## src/rtl/switch_debounce.sv

```systemverilog
// switch_debounce: two-flop synchroniser, per-byte debounce and glitch-free
// registered outputs for four 8-bit DIP-switch banks.
// Optional macro SWITCH_DB_IRQ_EN: when defined, per-bank sticky change flags
// with ack/clear and a level interrupt are built; otherwise chg_flags and irq
// are tied low and irq_ack/chg_clr are ignored.
//
// Timing: a raw change ahead of edge E is accepted into the stable value at
// edge E+2+DEBOUNCE_CYCLES. The registered *_db outputs and the change flags
// follow one edge later, so both become visible after edge E+3+DEBOUNCE_CYCLES.
module switch_debounce #(
  parameter int DEBOUNCE_CYCLES = 20000,
  parameter int CNT_W           = 16
) (
  input  logic       clk,
  input  logic       rst_n,
  input  logic [7:0] user0_dipsw,
  input  logic [7:0] user1_dipsw,
  input  logic [7:0] user2_dipsw,
  input  logic [7:0] user3_dipsw,
  output logic [7:0] user0_dipsw_db,
  output logic [7:0] user1_dipsw_db,
  output logic [7:0] user2_dipsw_db,
  output logic [7:0] user3_dipsw_db,
  input  logic [3:0] chg_clr,
  input  logic       irq_ack,
  output logic [3:0] chg_flags,
  output logic       irq
);

  localparam logic [CNT_W-1:0] TC = CNT_W'(DEBOUNCE_CYCLES - 1);

  logic [7:0]       w_raw        [4];
  logic [7:0]       r_sync1      [4];
  logic [7:0]       r_sync2      [4];
  logic [7:0]       r_cand       [4];
  logic [7:0]       r_stable     [4];
  logic [7:0]       r_db         [4];
  logic [CNT_W-1:0] r_cnt        [4];
  logic [CNT_W-1:0] w_cnt_nxt    [4];
  logic [7:0]       w_stable_nxt [4];
  logic [3:0]       w_acc;

  assign w_raw[0] = user0_dipsw;
  assign w_raw[1] = user1_dipsw;
  assign w_raw[2] = user2_dipsw;
  assign w_raw[3] = user3_dipsw;

  assign user0_dipsw_db = r_db[0];
  assign user1_dipsw_db = r_db[1];
  assign user2_dipsw_db = r_db[2];
  assign user3_dipsw_db = r_db[3];

  // Debounce decision per bank: hold, restart on movement, count, or accept.
  always_comb begin
    for (int i = 0; i < 4; i++) begin
      w_cnt_nxt[i]    = '0;
      w_stable_nxt[i] = r_stable[i];
      w_acc[i]        = 1'b0;
      if (r_sync2[i] == r_stable[i]) begin
        w_cnt_nxt[i] = '0;
      end else if (r_sync2[i] != r_cand[i]) begin
        w_cnt_nxt[i] = '0;
      end else if (r_cnt[i] == TC) begin
        w_stable_nxt[i] = r_sync2[i];
        w_acc[i]        = 1'b1;
      end else begin
        w_cnt_nxt[i] = r_cnt[i] + 1'b1;
      end
    end
  end

  // Synchroniser, candidate, counter, stable value and output registers.
  always_ff @(posedge clk or negedge rst_n) begin
    if (!rst_n) begin
      for (int i = 0; i < 4; i++) begin
        r_sync1[i]  <= '0;
        r_sync2[i]  <= '0;
        r_cand[i]   <= '0;
        r_stable[i] <= '0;
        r_db[i]     <= '0;
        r_cnt[i]    <= '0;
      end
    end else begin
      for (int i = 0; i < 4; i++) begin
        r_sync1[i]  <= w_raw[i];
        r_sync2[i]  <= r_sync1[i];
        r_cand[i]   <= r_sync2[i];
        r_stable[i] <= w_stable_nxt[i];
        r_db[i]     <= r_stable[i];
        r_cnt[i]    <= w_cnt_nxt[i];
      end
    end
  end

`ifdef SWITCH_DB_IRQ_EN
  logic [3:0] r_acc;
  logic [3:0] r_chg;

  // Delay the accept pulse so flags line up with the registered *_db update.
  always_ff @(posedge clk or negedge rst_n) begin
    if (!rst_n) begin
      r_acc <= '0;
    end else begin
      r_acc <= w_acc;
    end
  end

  // Sticky change flags; a set in the same cycle as a clear wins.
  always_ff @(posedge clk or negedge rst_n) begin
    if (!rst_n) begin
      r_chg <= '0;
    end else if (irq_ack) begin
      r_chg <= (r_chg & ~chg_clr) | r_acc;
    end else begin
      r_chg <= r_chg | r_acc;
    end
  end

  assign chg_flags = r_chg;
  assign irq       = |r_chg;
`else
  logic w_unused;

  assign w_unused  = ^{irq_ack, chg_clr, w_acc};
  assign chg_flags = 4'b0000;
  assign irq       = 1'b0;
`endif

endmodule

```

## config.mk

```make
export PLATFORM = sky130hd
export DESIGN_NAME = switch_debounce
export DESIGN_NICKNAME = d
export VERILOG_FILES = /design/src/rtl/switch_debounce.sv
export SDC_FILE = /design/constraint.sdc
export NUM_CORES = 1
export LEC_CHECK = 0
export CELL_PAD_IN_SITES_DETAIL_PLACEMENT = 0
export CELL_PAD_IN_SITES_GLOBAL_PLACEMENT = 1
export CORE_UTILIZATION = 51
export CTS_CLUSTER_DIAMETER = 80
export CTS_CLUSTER_SIZE = 12
export DETAILED_ROUTE_END_ITERATION = 8
export PLACE_DENSITY_LB_ADDON = 0.1
export REMOVE_ABC_BUFFERS = 1
export SLEW_MARGIN = 30
export SYNTH_ARGS = -nofsm -noshare
export SYNTH_HDL_FRONTEND = slang
export SYNTH_SLANG_ARGS = --single-unit
```

## constraint.sdc

```tcl
create_clock -name clk -period 5.25 [get_ports clk]
set_clock_uncertainty 0.2 [all_clocks]
set_input_delay 0.7875 -clock clk [delete_from_list [all_inputs] [get_ports clk]]
set_output_delay 0.7875 -clock clk [all_outputs]
set_load 0.005 [all_outputs]
```

==> metrics.txt <==
outcome=completed; Sw Ratio=20.03%; Max rail drop VDD=0.2822 mV; critical path peak fanout=16; register bit count reported by yosys=224; part of the Yosys area used for sequential elements=66.95%; Worst Path Arrival=2940 ps; Final ANT Viol Nets=0; Syn Inst Count=602; yosys warns=0; Reg clk slew, reported paths=60 ps; multi-input logic area=2668 µm²; EDFF count, synth=0; clock buffer depth=3; Period minus WS final=2764 ps; worst skew pair latency=500 ps; post-synth top area cell=dfrtp_1; Pwr Total=3.282 mW; static leakage=4.101 nW; Layout Cells excl Fill=900; Post-CTS Repair Setup Buffers=0; Die Wd=130.1 µm; Final Max Slew Viols=0; Place WS=2455 ps; r2r setup slk=2490 ps; reg2reg end=r_stable[19]; dpl hpwl=9.552 mm; layout cell share with drive strength beyond 1=10.82%; post-synthesis cell area=8373 µm²; top cell type's share of synthesized area=66.95%; register area=5605 µm²; core area=15940 µm²; # setup viols final=0; Internal Pwr Total=2.625 mW; relative max-transition margin=47.25%; FILL cells=1252; Ant. Diodes=0; vias in the first global route=4984; count leader, synth=dfrtp_1; Area Growth Syn to Fin=18.17%; Synth Flop Type=dfrtp_1; row count=46; placed instance area=9289 µm²; total gr overflow=0; first-pass GRT wire length=24.81 mm; cts hold-fix bufs=0; Initial Util=52.52%; # DRC=0; routed wire length=14.35 mm; gp weighted congestion=0.7651; average wire per cell in the routed design=15.94 µm; sequential share of power=54.6%; via count=4795; H-tree levels=1; Die H=130.1 µm; initial antenna violation count=1; Worst-Margin Slew=791.3 ps; Power Dens Cells=331.7 nW/µm²; Slowest Stage Delay on Critical Path=620 ps; post-synthesis cell type count=36; leading post-synthesis cells by cell area=dfrtp_1, xnor2_1, xor2_1, mux2_2, nor3_1; RSZ-0062 raised after global routing=no; fin nets=727; Worst Setup Path Type=reg2reg; Vias per Instance=5.328; overall routing resource usage=18.61%; largest net degree at the start of global routing=114; Fmax achieved=361.8 MHz; Synth Area per Inst=13.91 µm²; CTS tree=built; most frequent cells after synthesis=dfrtp_1, xnor2_1, nor3_1; critical-path cell list=ha_1 > and4_1 > and4_1 > o2111a_1 > mux2_2; drt first pass iters=4; Req. time, crit path=5420 ps; drt first-iter violations=155; maxcap violations=0; Startpoint Class=flop; min-delay worst type=in2async; CTS root buffer=clkbuf_16; Clock Power Share=42.5%; Reg2Reg Depth=5; Switching Power=0.6576 mW; combinational cell fraction of total power=2.9%; die area=16930 µm²; critical path's slowest cell=and4_1; setup total negative slack=0 ps; CP Capture Type=flop; total CTS buffers=22; CTS sink cnt=224; Final Hold Fails=0; IO Port Bufs=65; # IOs=76; Post-synth ARST share=100.0%; final non-filler cell area=9894 µm²; Crit path top cell by count=and4_1; worst r2r src=r_cnt[32]; placed cells=876; period utilization=52.65%; CTS resizes=0; PnR worst setup slack=2486 ps
## how the worst max path moves through the flow
stage          slack, ps            to       from
2_1_floorplan       2900   r_stable[0]   r_cnt[0]
3_3_place_gp        2520   r_stable[1]   r_cnt[0]
3_5_place_dp        2450   r_stable[0]   r_cnt[0]
4_1_cts             2450  r_stable[19]  r_cnt[32]
5_1_grt             2270  r_stable[16]  r_cnt[32]
6_report            2490  r_stable[19]  r_cnt[32]
## cells in the final DEF (no fill, tap or decap), types with 3 or more instances in the layout
| master | count |
|---|---|
| nand3_1 | 14 |
| nor4_1 | 21 |
| clkdlybuf4s50_1 | 64 |
| and4_1 | 5 |
| and3_1 | 3 |
| ha_1 | 4 |
| xnor2_1 | 64 |
| o211ai_1 | 4 |
| nand2_1 | 17 |
| nor3_1 | 58 |
| dfrtp_1 | 224 |
| mux2_2 | 32 |
| buf_4 | 4 |
| conb_1 | 5 |
| clkbuf_16 | 23 |
| or3_1 | 6 |
| xor2_1 | 50 |
| inv_1 | 8 |
| nor3b_1 | 4 |
| a211oi_1 | 6 |
| nand4_1 | 27 |
| nor2_1 | 11 |
## sequential cells by signal (all words and copies together), names as in the netlist
signal,flops
r_cand,32
user1_dipsw_db,8
r_sync1,32
r_stable,32
user0_dipsw_db,8
r_cnt,64
user3_dipsw_db,8
user2_dipsw_db,8
r_sync2,32
## cell type report
type / count / area share, %
Clock inverter: 1 / 0.3035
Clock buffer: 23 / 5.817
Tap cell: 216 / 2.731
Inverter: 8 / 0.3035
Sequential cell: 224 / 56.65
Timing Repair Buffer: 72 / 7.233
Multi-Input combinational cell: 356 / 26.96
## worst max-delay path, delay by kind of cell (launching register included)
family | cells | cell delay (ps)
compound gates | 1 | 530
fa+ha+maj | 1 | 210
flops | 1 | 370
mux | 1 | 380
simple gates | 2 | 950
## logic make-up (layout without fill, tap and decap cells)
logic type	Yosys count	in the layout	synth area share, %
XOR/XNOR	114	114	11.92
other	1	5	0.04479
adder cells (fa/ha/maj)	4	4	0.5978
AO/OA/AOI/OAI	20	20	2.167
multiplexers	32	32	4.304
buffers and inverters	26	104	1.480
flip-flops	224	224	66.95
AND/OR/NAND/NOR	181	181	12.54
## layer usage
layer	GRT usage, %	part of all wire [%]	up-vias
met4	4.583	1.7	2
met2	29.97	49	85
met3	3.690	4.0	24
li1	-	-	2271
met5	0	0.091	-
met1	26.09	46	2413
## metrics by stage
stage          utilization [%]  hold WS (ps)
2_1_floorplan                -         131.2
3_3_place_gp             58.10         132.2
3_5_place_dp             58.26         134.7
4_1_cts                  62.06         147.5
5_1_grt                  62.06         148.9
6_report                 62.06         139.6
## power groups by stage
stage          logic (mW)  registers [mW]  clock network [mW]
3_3_place_gp       0.0975            1.82                   0
5_1_grt             0.110            1.80                1.51
4_1_cts             0.101            1.79                1.44
2_1_floorplan      0.0312            1.82                   0
6_report           0.0963            1.79                1.39
3_5_place_dp       0.0996            1.82                   0
(Power assumes the default switching activity.)
